$ cat src/rtl/pulse_pkg.sv
// Shared constants, FSM state type and stream payload types for the pulse playback sequencer.
package pulse_pkg;

  localparam int unsigned PULSE_DEPTH     = 8000;
  localparam int unsigned PULSE_AW        = 13;
  localparam int unsigned PULSE_DW        = 32;
  localparam int unsigned PULSE_ADDR_STEP = 1;
  localparam int unsigned PULSE_CNT_W     = 13;

  typedef enum logic [1:0] {PB_IDLE, PB_RUN, PB_DRAIN} pb_state_t;

  typedef logic [PULSE_DW-1:0] pulse_sample_t;

  typedef struct packed {
    logic          last;
    pulse_sample_t data;
  } pulse_entry_t;

  // Advance a word index by the address step, wrapping modulo the memory depth.
  function automatic logic [PULSE_AW-1:0] pulse_wrap_inc(input logic [PULSE_AW-1:0] idx);
    logic [PULSE_AW:0] sum;
    sum = {1'b0, idx} + (PULSE_AW+1)'(PULSE_ADDR_STEP);
    if (sum >= (PULSE_AW+1)'(PULSE_DEPTH)) begin
      sum = sum - (PULSE_AW+1)'(PULSE_DEPTH);
    end
    return sum[PULSE_AW-1:0];
  endfunction

endpackage

$ cat src/rtl/pulse_skid_fifo.sv
// Two-entry data+last FIFO that absorbs the BRAM read latency; the head entry drives the stream.
module pulse_skid_fifo
  import pulse_pkg::*;
(
  input  logic         clk_i,
  input  logic         rst_i,
  input  logic         flush_i,
  input  logic         wr_en_i,
  input  pulse_entry_t wr_i,
  input  logic         rd_en_i,
  output pulse_entry_t head_o,
  output logic         valid_o,
  output logic [1:0]   count_o
);

  pulse_entry_t e0_q, e0_d, e1_q, e1_d;
  logic [1:0]   cnt_q, cnt_d;
  logic         pop;

  always_ff @(posedge clk_i or posedge rst_i) begin
    if (rst_i) begin
      e0_q  <= '0;
      e1_q  <= '0;
      cnt_q <= 2'd0;
    end else begin
      e0_q  <= e0_d;
      e1_q  <= e1_d;
      cnt_q <= cnt_d;
    end
  end

  // Flush beats any same-cycle write so a cancelled read never lands.
  always_comb begin
    e0_d  = e0_q;
    e1_d  = e1_q;
    cnt_d = cnt_q;
    pop   = rd_en_i && (cnt_q != 2'd0);
    if (flush_i) begin
      cnt_d = 2'd0;
    end else if (wr_en_i && pop) begin
      if (cnt_q == 2'd1) begin
        e0_d = wr_i;
      end else begin
        e0_d = e1_q;
        e1_d = wr_i;
      end
    end else if (wr_en_i) begin
      if (cnt_q == 2'd0) begin
        e0_d = wr_i;
      end else begin
        e1_d = wr_i;
      end
      if (cnt_q != 2'd2) begin
        cnt_d = cnt_q + 2'd1;
      end
    end else if (pop) begin
      e0_d  = e1_q;
      cnt_d = cnt_q - 2'd1;
    end
  end

  assign head_o  = e0_q;
  assign valid_o = (cnt_q != 2'd0);
  assign count_o = cnt_q;

endmodule

$ cat src/rtl/pulse_playback.sv
// Read-side sequencer: plays a window of the pulse-sample BRAM out as a valid/ready/last stream.
// Optional PULSE_PLAYBACK_LOOP_EN adds repeat_i for continuous looped playback ended by abort.
module pulse_playback
  import pulse_pkg::*;
(
`ifdef PULSE_PLAYBACK_LOOP_EN
  input  logic                   repeat_i,
`endif
  input  logic                   clka,
  input  logic                   rsta,
  input  logic                   start,
  input  logic                   abort,
  input  logic [PULSE_AW-1:0]    start_addr,
  input  logic [PULSE_CNT_W-1:0] num_samples,
  output logic                   busy,
  output logic                   done,
  output logic                   ena,
  output logic                   wea,
  output logic [31:0]            addra,
  output logic [31:0]            dina,
  input  logic [31:0]            douta,
  output pulse_sample_t          m_tdata,
  output logic                   m_tvalid,
  input  logic                   m_tready,
  output logic                   m_tlast
);

  pb_state_t              state_q, state_d;
  logic [PULSE_AW-1:0]    addr_q, addr_d;
  logic [PULSE_CNT_W-1:0] rem_q, rem_d;
  logic                   busy_q, busy_d, done_q, done_d;
  logic                   rdv_q, rdv_d, rdv_last_q, rdv_last_d;
  logic                   fifo_flush, acc, ena_c;
  logic [1:0]             fifo_count;
  logic [2:0]             used;
  logic [PULSE_AW-1:0]    start_idx;
  logic [PULSE_CNT_W-1:0] n_sat;
  pulse_entry_t           head;
`ifdef PULSE_PLAYBACK_LOOP_EN
  logic [PULSE_AW-1:0]    loop_addr_q, loop_addr_d;
  logic [PULSE_CNT_W-1:0] loop_cnt_q, loop_cnt_d;
  logic                   loop_rep_q, loop_rep_d;
`endif

  assign start_idx = (start_addr >= PULSE_AW'(PULSE_DEPTH)) ?
                     start_addr - PULSE_AW'(PULSE_DEPTH) : start_addr;
  assign n_sat     = (num_samples > PULSE_CNT_W'(PULSE_DEPTH)) ?
                     PULSE_CNT_W'(PULSE_DEPTH) : num_samples;

  // Read credit counts the same-cycle accept so a free-flowing sink sees one sample per cycle.
  assign acc   = m_tvalid & m_tready;
  assign used  = 3'(fifo_count) + 3'(rdv_q) - 3'(acc);
  assign ena_c = (state_q == PB_RUN) && !abort && (used < 3'd2);

  always_ff @(posedge clka or posedge rsta) begin
    if (rsta) begin
      state_q    <= PB_IDLE;
      addr_q     <= '0;
      rem_q      <= '0;
      busy_q     <= 1'b0;
      done_q     <= 1'b0;
      rdv_q      <= 1'b0;
      rdv_last_q <= 1'b0;
`ifdef PULSE_PLAYBACK_LOOP_EN
      loop_addr_q <= '0;
      loop_cnt_q  <= '0;
      loop_rep_q  <= 1'b0;
`endif
    end else begin
      state_q    <= state_d;
      addr_q     <= addr_d;
      rem_q      <= rem_d;
      busy_q     <= busy_d;
      done_q     <= done_d;
      rdv_q      <= rdv_d;
      rdv_last_q <= rdv_last_d;
`ifdef PULSE_PLAYBACK_LOOP_EN
      loop_addr_q <= loop_addr_d;
      loop_cnt_q  <= loop_cnt_d;
      loop_rep_q  <= loop_rep_d;
`endif
    end
  end

  always_comb begin
    state_d    = state_q;
    addr_d     = addr_q;
    rem_d      = rem_q;
    busy_d     = busy_q;
    done_d     = 1'b0;
    rdv_d      = ena_c;
    rdv_last_d = ena_c && (rem_q == PULSE_CNT_W'(1));
    fifo_flush = 1'b0;
`ifdef PULSE_PLAYBACK_LOOP_EN
    loop_addr_d = loop_addr_q;
    loop_cnt_d  = loop_cnt_q;
    loop_rep_d  = loop_rep_q;
`endif
    case (state_q)
      PB_IDLE: begin
        if (start) begin
          if (n_sat == '0) begin
            done_d = 1'b1;
          end else begin
            state_d = PB_RUN;
            busy_d  = 1'b1;
            addr_d  = start_idx;
            rem_d   = n_sat;
`ifdef PULSE_PLAYBACK_LOOP_EN
            loop_addr_d = start_idx;
            loop_cnt_d  = n_sat;
            loop_rep_d  = repeat_i;
`endif
          end
        end
      end
      PB_RUN: begin
        if (abort) begin
          state_d    = PB_IDLE;
          busy_d     = 1'b0;
          done_d     = 1'b1;
          fifo_flush = 1'b1;
          rdv_d      = 1'b0;
        end else if (ena_c) begin
          addr_d = pulse_wrap_inc(addr_q);
          rem_d  = rem_q - PULSE_CNT_W'(1);
          if (rem_q == PULSE_CNT_W'(1)) begin
`ifdef PULSE_PLAYBACK_LOOP_EN
            if (loop_rep_q) begin
              addr_d = loop_addr_q;
              rem_d  = loop_cnt_q;
            end else begin
              state_d = PB_DRAIN;
            end
`else
            state_d = PB_DRAIN;
`endif
          end
        end
      end
      PB_DRAIN: begin
        if (abort) begin
          state_d    = PB_IDLE;
          busy_d     = 1'b0;
          done_d     = 1'b1;
          fifo_flush = 1'b1;
          rdv_d      = 1'b0;
        end else if (acc && m_tlast) begin
          state_d = PB_IDLE;
          busy_d  = 1'b0;
          done_d  = 1'b1;
        end
      end
      default: state_d = PB_IDLE;
    endcase
  end

  pulse_skid_fifo u_fifo (
    .clk_i   (clka),
    .rst_i   (rsta),
    .flush_i (fifo_flush),
    .wr_en_i (rdv_q),
    .wr_i    ('{last: rdv_last_q, data: douta}),
    .rd_en_i (acc),
    .head_o  (head),
    .valid_o (m_tvalid),
    .count_o (fifo_count)
  );

  assign m_tdata = head.data;
  assign m_tlast = head.last & m_tvalid;
  assign ena     = ena_c;
  assign wea     = 1'b0;
  assign dina    = 32'd0;
  assign addra   = 32'(addr_q);
  assign busy    = busy_q;
  assign done    = done_q;

endmodule

$ cat config.mk
export PLATFORM = sky130hd
export DESIGN_NAME = pulse_playback
export DESIGN_NICKNAME = d
export VERILOG_FILES = /design/src/rtl/pulse_pkg.sv /design/src/rtl/pulse_skid_fifo.sv /design/src/rtl/pulse_playback.sv
export SDC_FILE = /design/constraint.sdc
export NUM_CORES = 1
export LEC_CHECK = 0
export CORE_ASPECT_RATIO = 1.1
export CORE_MARGIN = 4
export CORE_UTILIZATION = 53
export CTS_CLUSTER_SIZE = 12
export DETAILED_ROUTE_END_ITERATION = 7
export HOLD_SLACK_MARGIN = 0.12
export PLACE_DENSITY = 0.83
export SKIP_LAST_GASP = 1
export SLEW_MARGIN = 10
export SYNTH_ARGS = -nofsm -noshare
export SYNTH_HDL_FRONTEND = slang
export SYNTH_SLANG_ARGS = --single-unit
$ cat constraint.sdc
create_clock -name clka -period 6.31 [get_ports clka]
set_input_delay 0.9465 -clock clka [delete_from_list [all_inputs] [get_ports clka]]
set_output_delay 0.9465 -clock clka [all_outputs]
set_load 0.02 [all_outputs]
==> metrics.md, run 1 <==
| Metric | Value |
|---|---|
| Cell at the root of the clock tree | `sky130_fd_sc_hd__clkbuf_16` |
| # DRC | `0` |
| Final Routed Wirelength | `13200 um` |
| Count of cells resized by post-cts repair | `0` |
| TritonCTS clock tree | `done` |
| Count of standard-cell rows | `40` |
| Share of the synthesized netlist area taken by xor and xnor gates | `1.45%` |
| Maximum frequency from static timing analysis | `219 MHz` |
| Setup crit end | `ena` |
| Static leakage power | `3.22 nW` |
| Period utilization | `72.2%` |
| Final weighted congestion of routability-driven global placement | `0.867` |
| Total negative slack | `0 ns` |
| Antenna violations before repair | `0` |
| Critical path type | `in2out` |
| Post-layout instance count excluding filler cells | `854` |
| Final hold vios | `0` |
| Height of the die | `120 um` |
| Clock Skews | `0.00750 ns` |
| Pin count of the biggest net entering global routing | `67` |
| Worst reg-to-reg path cell count | `15` |
| Routed metal-1 wirelength | `5600 um` |
| Hold WC Path Type | `reg2reg` |
| Chip Width | `110 um` |
| Relative slew slack | `26.5%` |
| Total cell area at the placement stage | `6860 um2` |
| Top routing layer in use | `met4` |
| Sinks on the clock net | `100` |
| Power per cell area | `517 nW/um2` |
| Total global routing overflow | `0` |
| Number of buffers on the longest clock path | `2` |
| Post-synthesis adder-cell area fraction | `3.45%` |
| Drt via density | `5.48` |
| RSZ-0062 raised after global routing | `false` |
| Final Total Pwr | `3.69 mW` |
| Relative area change from synthesis to final layout | `18.6%` |
| Ys flop type | `sky130_fd_sc_hd__dfrtp_1` |
| WHS | `0.506 ns` |
| Run status | `finished, final reports clean` |
| Count of pins on the block boundary | `165` |
| Number of pins with negative max-slew slack in the final report | `0` |
| Placeable core region | `11000 um2` |
| Routed wire length per instance | `15.5 um` |
| H-tree depth | `3` |
| Cell count after placement | `838` |
| Leading cell type in the layout, fill and taps excluded | `sky130_fd_sc_hd__clkdlybuf4s50_1` |
| Total iterations of the first detailed-routing run | `6` |
| CP Launch Type | `input port` |
| Finish-stage setup viols | `0` |
| Mean Syn Cell Area | `9.53 um2` |
| Starting utilization of the core area | `54.7%` |
| First-pass GRT wire length | `21800 um` |
| Vias in the first global route | `4643` |
| Detailed-placement wirelength estimate | `9670 um` |
| Dominant combinational cell family by area after synthesis | `simple AND/OR/NAND/NOR gates` |
| Final net count | `781` |
| Layout cells sized above 1 | `10.0%` |
| Post-route antenna net violation count | `0` |
| Highest-count cells in the layout ignoring fill and taps | `sky130_fd_sc_hd__clkdlybuf4s50_1 (112), sky130_fd_sc_hd__dfrtp_1 (100), sky130_fd_sc_hd__a21oi_1 (59), sky130_fd_sc_hd__nor2_1 (57), sky130_fd_sc_hd__conb_1 (52)` |
| Iteration-0 DRC count of the detailed router | `290` |
| Count of flip-flops with a built-in enable after synthesis | `0` |
| Cell variety after synth | `65` |
| Share of the synthesized area in compound gates (AO/OA/AOI/OAI) | `13.2%` |
| Endpoint kind of the worst setup timing path | `output port` |
| Crit-path max FO | `6` |
| Simple-gate share of the synthesized area | `14.5%` |
| CTS Buf Count | `9` |
| Critical Path RT | `5.36 ns` |
| Slack of the worst reg-to-reg path | `2.27 ns` |
| Shortest period the worst path allows | `4.56 ns` |
| Diodes inserted | `0` |
| Measured slew at the worst slew-check pin | `1.10 ns` |
| Final core utilization | `64.9%` |
| YS warnings | `0` |
| Final worst slack | `1.75 ns` |
| Summed instance area of the synthesized netlist | `6030 um2` |
| Number of buffers inserted for hold repair after clock tree synthesis | `0` |
| Share of the yosys chip area belonging to registers | `41.5%` |
| Reg2reg start | `u_fifo.count_o[1]$_DFFE_PP0P_` |
| Synthesized flop and latch total | `100` |
| Overall global routing resource usage | `20.2%` |
| Worst-Skew Late Latency | `0.34 ns` |
| Maxcap violations | `0` |
| Met3 WL post-DR | `871 um` |
| Instance count of the mapped netlist | `632` |
| Worst setup slack before clock tree synthesis | `1.75 ns` |
| Design Area, Final | `7150 um2` |
| Arrival time at the worst endpoint | `3.61 ns` |
| Async set-reset flop share out of synthesis | `100%` |
| Post-synthesis mux area share | `12.1%` |
| DR vias | `4684` |
| Reg-to-reg endpoint | `rem_q[2]$_DFFE_PP0P_` |
| Worst VDD drop | `0.000264 V` |
| Buffers added on ports | `112` |
| Buffers inserted during post-CTS setup optimization | `0` |
| Die outline area | `13100 um2` |
| Detailed route wirelength on metal2 | `6630 um` |
| Clock-pin transition on the worst setup and hold timing paths | `0.07 ns` |
| Critical path startpoint | `m_tready` |
| Fill cells | `879` |
-- area by class of cell --
| class | count | area (um2) | share of cell area, % |
|---|---|---|---|
| flip-flops and latches | 100 | 2500 | 35.0 |
| clock buffers | 9 | 225 | 3.15 |
| repair buffers | 119 | 1170 | 16.4 |
| well taps | 147 | 184 | 2.57 |
| clock inverters | 7 | 66.3 | 0.928 |
| multi-input cells | 451 | 2920 | 40.8 |
| inverters | 21 | 81.3 | 1.14 |
-- state kept, by name, summed over array words and instances, names as in the netlist --
name            cells
addr_q             13
busy                1
done                1
rdv_last_q          1
rdv_q               1
rem_q              13
state_q             2
u_fifo.count_o      2
u_fifo.e1_q        33
u_fifo.head_o      33
-- Yosys cell counts, types with 3 or more instances --
| master | number | area, um2 |
|---|---|---|
| sky130_fd_sc_hd__inv_1 | 20 | 75.1 |
| sky130_fd_sc_hd__nor2_1 | 57 | 214 |
| sky130_fd_sc_hd__nor3_1 | 14 | 70.1 |
| sky130_fd_sc_hd__and3_1 | 4 | 25.0 |
| sky130_fd_sc_hd__and2_1 | 3 | 18.8 |
| sky130_fd_sc_hd__nand4_1 | 3 | 18.8 |
| sky130_fd_sc_hd__a21oi_1 | 60 | 300 |
| sky130_fd_sc_hd__buf_1 | 6 | 22.5 |
| sky130_fd_sc_hd__buf_4 | 84 | 631 |
| sky130_fd_sc_hd__mux2i_1 | 36 | 360 |
| sky130_fd_sc_hd__nor2b_1 | 4 | 25.0 |
| sky130_fd_sc_hd__clkbuf_1 | 18 | 67.6 |
| sky130_fd_sc_hd__xnor2_1 | 8 | 70.1 |
| sky130_fd_sc_hd__nor3b_1 | 3 | 22.5 |
| sky130_fd_sc_hd__mux2_2 | 33 | 372 |
| sky130_fd_sc_hd__nand3_1 | 23 | 115 |
| sky130_fd_sc_hd__ha_1 | 15 | 188 |
| sky130_fd_sc_hd__a22oi_1 | 3 | 22.5 |
| sky130_fd_sc_hd__dfrtp_1 | 100 | 2500 |
| sky130_fd_sc_hd__or3_1 | 3 | 18.8 |
| sky130_fd_sc_hd__o21ai_0 | 26 | 130 |
| sky130_fd_sc_hd__nand2_1 | 31 | 116 |
| sky130_fd_sc_hd__a31oi_1 | 7 | 43.8 |
| sky130_fd_sc_hd__nor4_1 | 6 | 37.5 |
| sky130_fd_sc_hd__o22ai_1 | 7 | 43.8 |
| sky130_fd_sc_hd__a211oi_1 | 4 | 30.0 |
| sky130_fd_sc_hd__nand2b_1 | 3 | 18.8 |
-- worst max-delay path, cell delays in order --
cell and delay [ns]:
sky130_fd_sc_hd__clkdlybuf4s50_1 0.52, sky130_fd_sc_hd__nand2_1 0.18, sky130_fd_sc_hd__nor2_1 0.20, sky130_fd_sc_hd__o21ai_0 0.14, sky130_fd_sc_hd__fa_1 0.40, sky130_fd_sc_hd__xnor2_1 0.25
sky130_fd_sc_hd__and4_1 0.33, sky130_fd_sc_hd__clkdlybuf4s50_1 0.64
-- metal layers --
layer,up-vias,GRT usage [%]
met5,-,0
met4,0,5.07
met3,13,3.66
met2,162,34.3
met1,2262,26.6
li1,2247,-
-- report_power, final --
part / total, mW / internal (mW) / leakage, nW / switching [mW]
Clock: 0.536 / 0.279 / 0.145 / 0.257
Sequential: 1.26 / 0.971 / 1.21 / 0.286
Combinational: 1.90 / 0.855 / 1.87 / 1.04
-- kinds of logic (layout without fill, tap and decap cells) --
kind of cell	Yosys count	in the layout
buf+inv	132	156
flops	100	100
other cells	1	52
compound gates	133	133
simple gates	171	171
fa+ha+maj	16	16
mux	69	69
xor+xnor	10	10
-- how the worst min path moves through the flow --
stage | end | start | depth (start not counted) | slack, ns
5_1_grt | u_fifo.e1_q[6]$_DFFE_PP0P_ | u_fifo.e1_q[6]$_DFFE_PP0P_ | 1 | 0.52
3_3_place_gp | busy$_DFFE_PP0P_ | busy$_DFFE_PP0P_ | 2 | 0.48
3_5_place_dp | u_fifo.e1_q[14]$_DFFE_PP0P_ | u_fifo.e1_q[14]$_DFFE_PP0P_ | 1 | 0.49
2_1_floorplan | u_fifo.e1_q[0]$_DFFE_PP0P_ | u_fifo.e1_q[0]$_DFFE_PP0P_ | 1 | 0.48
4_1_cts | u_fifo.e1_q[31]$_DFFE_PP0P_ | u_fifo.e1_q[31]$_DFFE_PP0P_ | 1 | 0.51
6_report | u_fifo.e1_q[32]$_DFFE_PP0P_ | u_fifo.e1_q[32]$_DFFE_PP0P_ | 1 | 0.51
No activity file was read; power rests on OpenSTA's default activity.
==> run 2, diff against run 1 <==
- CORE_UTILIZATION: 53 -> 49
- PLACE_DENSITY: 0.83 -> 0.77
- clock period: 6.31 -> 4.72 ns (I/O delays scaled with it)
==> metrics.md, run 2 (synthesis results as in run 1) <==
| Metric | Value |
|---|---|
| Sinks on the clock net | `100` |
| Leading cell type in the layout, fill and taps excluded | `sky130_fd_sc_hd__clkdlybuf4s50_1` |
| Count of pins on the block boundary | `165` |
| Buffers added on ports | `112` |
| Detailed-placement wirelength estimate | `9750 um` |
| Arrival time at the worst endpoint | `3.37 ns` |
| Placeable core region | `12000 um2` |
| Diodes inserted | `0` |
| Chip Width | `114 um` |
| Crit-path max FO | `6` |
| Vias in the first global route | `4588` |
| Number of pins with negative max-slew slack in the final report | `0` |
| Worst VDD drop | `0.000307 V` |
| Drt via density | `5.44` |
| Buffers inserted during post-CTS setup optimization | `0` |
| Pin count of the biggest net entering global routing | `67` |
| Number of buffers inserted for hold repair after clock tree synthesis | `0` |
| Post-route antenna net violation count | `0` |
| Final weighted congestion of routability-driven global placement | `0.867` |
| Height of the die | `124 um` |
| Count of cells resized by post-cts repair | `0` |
| CTS Buf Count | `9` |
| Antenna violations before repair | `0` |
| Met3 Resource Use GR | `3.35%` |
| Period utilization | `86.4%` |
| Clock Skews | `0.00827 ns` |
| TritonCTS clock tree | `done` |
| Final Routed Wirelength | `13300 um` |
| Static leakage power | `3.22 nW` |
| Critical path type | `reg2out` |
| Final net count | `782` |
| RSZ-0062 raised after global routing | `false` |
| CP Launch Type | `flip-flop` |
| Shortest period the worst path allows | `4.08 ns` |
| DR vias | `4685` |
| # DRC | `0` |
| GRT Max-Usage Layer | `met2` |
| Clock-pin transition on the worst setup and hold timing paths | `0.07 ns` |
| Relative slew slack | `46.4%` |
| Final core utilization | `59.6%` |
| Design Area, Final | `7170 um2` |
| Run status | `finished, final reports clean` |
| Die outline area | `14100 um2` |
| Number of buffers on the longest clock path | `2` |
| Finish-stage setup viols | `0` |
| Count of standard-cell rows | `42` |
| Overall global routing resource usage | `18.6%` |
| M1 GR Usage | `24.9%` |
| H-tree depth | `3` |
| Highest-count cells in the layout ignoring fill and taps | `sky130_fd_sc_hd__clkdlybuf4s50_1 (112), sky130_fd_sc_hd__dfrtp_1 (100), sky130_fd_sc_hd__a21oi_1 (59), sky130_fd_sc_hd__nor2_1 (57), sky130_fd_sc_hd__conb_1 (52)` |
| Total iterations of the first detailed-routing run | `5` |
| Starting utilization of the core area | `50.1%` |
| Total cell area at the placement stage | `6870 um2` |
| Relative area change from synthesis to final layout | `19.0%` |
| Final hold vios | `0` |
| Layout cells sized above 1 | `10.2%` |
| Maximum frequency from static timing analysis | `245 MHz` |
| Maxcap violations | `0` |
| Measured slew at the worst slew-check pin | `0.803 ns` |
| Total global routing overflow | `0` |
| Cell at the root of the clock tree | `sky130_fd_sc_hd__clkbuf_16` |
| Power per cell area | `690 nW/um2` |
| Final Total Pwr | `4.94 mW` |
| First-pass GRT wire length | `21900 um` |
| Worst-Skew Late Latency | `0.34 ns` |
| GR Util met2 | `30.8%` |
| Endpoint kind of the worst setup timing path | `output port` |
| Critical Path RT | `4.01 ns` |
| Iteration-0 DRC count of the detailed router | `340` |
| Routed wire length per instance | `15.4 um` |
| Hold WC Path Type | `reg2reg` |
| Total negative slack | `0 ns` |
## run 2: report_power, final
part           switching [mW]  internal, mW  total, mW
clock network           0.339         0.383      0.721
logic                    1.39          1.15       2.54
registers               0.384          1.30       1.68
## run 2: per-layer routing
layer  wire (um)  vias up
li1            -     2232
met1        5750     2273
met2        6680      167
met3         752       13
met4         129        0
met5           0        -
## run 2: final timing paths
check	startpoint	endpoint	slack, ns	cells after the start
max	u_fifo.count_o[1]$_DFFE_PP0P_	ena	0.64	10
min	busy$_DFFE_PP0P_	busy$_DFFE_PP0P_	0.49	2
max reg2reg	u_fifo.count_o[1]$_DFFE_PP0P_	addr_q[11]$_DFFE_PP0P_	1.27	14
min reg2reg	busy$_DFFE_PP0P_	busy$_DFFE_PP0P_	0.49	2
max in group asynchronous	rsta	u_fifo.e1_q[13]$_DFFE_PP0P_	2.88	3
min in group asynchronous	rsta	u_fifo.e1_q[6]$_DFFE_PP0P_	0.88	2
## run 2: final cells by class
| class | count | area [um2] |
|---|---|---|
| clock inverters | 6 | 55.1 |
| fillers | 1066 | 4870 |
| flip-flops and latches | 100 | 2500 |
| inverters | 21 | 81.3 |
| well taps | 154 | 193 |
| clock buffers | 10 | 239 |
| repair buffers | 120 | 1180 |
| multi-input cells | 451 | 2920 |
## run 2: metrics by stage
| step | setup WS (ns) | hold slack [ns] | std cells |
|---|---|---|---|
| global placement | 0.784 | 0.472 | 846 |
| detailed placement | 0.712 | 0.490 | 846 |
| global route | 0.388 | 0.520 | 862 |
| CTS | 0.639 | 0.507 | 862 |
| finish | 0.642 | 0.493 | 862 |
| floorplan | 1.34 | 0.479 | 683 |
## run 2: critical path, cell delays in order (launching register included)
cell and delay, ns:
sky130_fd_sc_hd__dfrtp_1 0.48, sky130_fd_sc_hd__inv_1 0.10, sky130_fd_sc_hd__ha_1 0.23, sky130_fd_sc_hd__inv_1 0.10
sky130_fd_sc_hd__nand2_1 0.17, sky130_fd_sc_hd__nor2_1 0.22, sky130_fd_sc_hd__o21ai_0 0.15, sky130_fd_sc_hd__fa_1 0.41
sky130_fd_sc_hd__xnor2_1 0.23, sky130_fd_sc_hd__and4_1 0.32, sky130_fd_sc_hd__clkdlybuf4s50_1 0.64
==> run 3, diff against run 2 <==
- CORE_ASPECT_RATIO: 1.1 -> 2
- CORE_UTILIZATION: 49 -> 45
- GPL_TIMING_DRIVEN: not set -> 0
- PLACE_DENSITY: 0.77 -> 0.71
==> metrics.md, run 3 (synthesis results as in run 1) <==
| Metric | Value |
|---|---|
| Run status | `finished, final reports clean` |
| Worst-path cell chain | `clkdlybuf4s50_1 > nand2_1 > nor2_1 > o21ai_0 > fa_1 > xnor2_1 > and4_1 > clkdlybuf4s50_1` |
| Layout cells sized above 1 | `18.5%` |
| Final worst slack | `0.716 ns` |
| Total cell area at the placement stage | `7560 um2` |
| Number of buffers on the longest clock path | `2` |
| Power per cell area | `676 nW/um2` |
| # DRC | `0` |
| Slack of the worst reg-to-reg path | `0.83 ns` |
| Detailed-placement wirelength estimate | `12700 um` |
| Total negative slack | `0 ns` |
| Final Total Pwr | `5.32 mW` |
| DR vias | `5096` |
| Reg-to-reg endpoint | `rem_q[6]$_DFFE_PP0P_` |
| Clock Skews | `0.00931 ns` |
| Cell count after placement | `948` |
| Post-layout instance count excluding filler cells | `964` |
| Period utilization | `84.8%` |
| H-tree depth | `3` |
| Drt via density | `5.29` |
| Die outline area | `15400 um2` |
| Cell at the root of the clock tree | `sky130_fd_sc_hd__clkbuf_16` |
| Final net count | `886` |
| Finish-stage setup viols | `0` |
| Sinks on the clock net | `100` |
| Most frequent cell on the critical path | `sky130_fd_sc_hd__clkdlybuf4s50_1` |
| Pin count of the biggest net entering global routing | `55` |
| Relative slew slack | `40.8%` |
| Buffers added on ports | `112` |
| Crit-path max FO | `6` |
| Endpoint kind of the worst setup timing path | `output port` |
| Iteration-0 DRC count of the detailed router | `253` |
| Hold Path Sink | `busy$_DFFE_PP0P_` |
| Final Routed Wirelength | `16000 um` |
| Relative area change from synthesis to final layout | `30.7%` |
| Overall global routing resource usage | `20.8%` |
| Design Area, Final | `7880 um2` |
| Final hold vios | `0` |
| Total iterations of the first detailed-routing run | `5` |
| Shortest period the worst path allows | `4.00 ns` |
| Leading cell type in the layout, fill and taps excluded | `sky130_fd_sc_hd__clkdlybuf4s50_1` |
| Placeable core region | `13100 um2` |
| Worst VDD drop | `0.000382 V` |
| WHS | `0.492 ns` |
| Highest-count cells in the layout ignoring fill and taps | `sky130_fd_sc_hd__clkdlybuf4s50_1 (112), sky130_fd_sc_hd__dfrtp_1 (100), sky130_fd_sc_hd__buf_4 (84), sky130_fd_sc_hd__a21oi_1 (60), sky130_fd_sc_hd__nor2_1 (57)` |
| Starting utilization of the core area | `46.1%` |
| Measured slew at the worst slew-check pin | `0.888 ns` |
| Worst reg-to-reg path cell count | `14` |
| CP Launch Type | `input port` |
| Worst setup slack before clock tree synthesis | `0.455 ns` |
| Number of pins with negative max-slew slack in the final report | `0` |
| Maxcap violations | `0` |
| CTS Buf Count | `9` |
| Cells on Worst Hold Path | `2` |
| Buffers inserted during post-CTS setup optimization | `0` |
| Arrival time at the worst endpoint | `3.30 ns` |
| Reg2reg start | `u_fifo.count_o[1]$_DFFE_PP0P_` |
| Antenna violations before repair | `0` |
| RSZ-0062 raised after global routing | `false` |
| Final weighted congestion of routability-driven global placement | `0.874` |
| Final core utilization | `60.3%` |
| Count of standard-cell rows | `59` |
| Routed wire length per instance | `16.5 um` |
| Static leakage power | `3.69 nW` |
| TritonCTS clock tree | `done` |
| Height of the die | `172 um` |
| Worst-Skew Late Latency | `0.34 ns` |
| Hold WC Path Type | `reg2reg` |
| Post-route antenna net violation count | `0` |
| Chip Width | `89.8 um` |
| Critical Path RT | `4.01 ns` |
| Total global routing overflow | `0` |
| Maximum frequency from static timing analysis | `250 MHz` |
| Count of cells resized by post-cts repair | `0` |
| Crit path largest cell delay | `0.64 ns` |
| Launch point of the worst hold path | `busy$_DFFE_PP0P_` |
| Critical path type | `in2out` |
| Count of pins on the block boundary | `165` |
| Slowest stage cell, crit path | `sky130_fd_sc_hd__clkdlybuf4s50_1` |
| Vias in the first global route | `5238` |
| Diodes inserted | `0` |
| Clock-pin transition on the worst setup and hold timing paths | `0.07 ns` |
| First-pass GRT wire length | `25900 um` |
| Number of buffers inserted for hold repair after clock tree synthesis | `0` |
==> run 3: cell count changes in the layout (fill, tap and decap cells not counted), moves of 2 or more <==
cell                       change
sky130_fd_sc_hd__clkbuf_1     +18
sky130_fd_sc_hd__buf_1         +6
sky130_fd_sc_hd__buf_2         +2
sky130_fd_sc_hd__buf_4        +76
==> run 3: how the worst max path moves through the flow <==
stage                             startpoint                     endpoint  slack, ns  cells after the start
5_1_grt        u_fifo.count_o[1]$_DFFE_PP0P_                          ena       0.45                     10
6_report                            m_tready                          ena       0.72                      8
3_3_place_gp                            rsta  u_fifo.e1_q[19]$_DFFE_PP0P_      -0.15                      2
4_1_cts        u_fifo.count_o[1]$_DFFE_PP0P_                          ena       0.72                     10
3_5_place_dp                        m_tready         rem_q[6]$_DFFE_PP0P_       0.45                     11
2_1_floorplan  u_fifo.count_o[1]$_DFFE_PP0P_         rem_q[9]$_DFFE_PP0P_       1.34                     16
==> run 3: power by group <==
| group | switching [mW] | total, mW | leakage [nW] | internal (mW) |
|---|---|---|---|---|
| combinational | 1.55 | 2.90 | 2.32 | 1.35 |
| clock | 0.356 | 0.782 | 0.153 | 0.426 |
| sequential | 0.343 | 1.64 | 1.21 | 1.30 |
| total | 2.25 | 5.32 | 3.69 | 3.07 |
==> run 3: final cells by class <==
type,count,area (um2)
plain buffers,111,742
clock inverters,7,93.8
flip-flops and latches,100,2500
repair buffers,113,1150
well taps,152,190
fillers,1160,5190
inverters,21,81.3
multi-input cells,451,2890
clock buffers,9,225
==> run 3: critical path, delay by kind of cell <==
| family | cells | cell delay, ns |
|---|---|---|
| buf+inv | 2 | 1.17 |
| fa+ha+maj | 1 | 0.40 |
| simple gates | 3 | 0.67 |
| compound gates | 1 | 0.14 |
| xor+xnor | 1 | 0.21 |
==> run 3: layer usage <==
metal	share of wire (%)	up-vias	global-route usage (%)
met4	3.7	0	10.4
li1	-	2449	-
met1	36	2402	21.5
met2	55	204	40.2
met3	5.1	41	3.63
met5	0	-	0
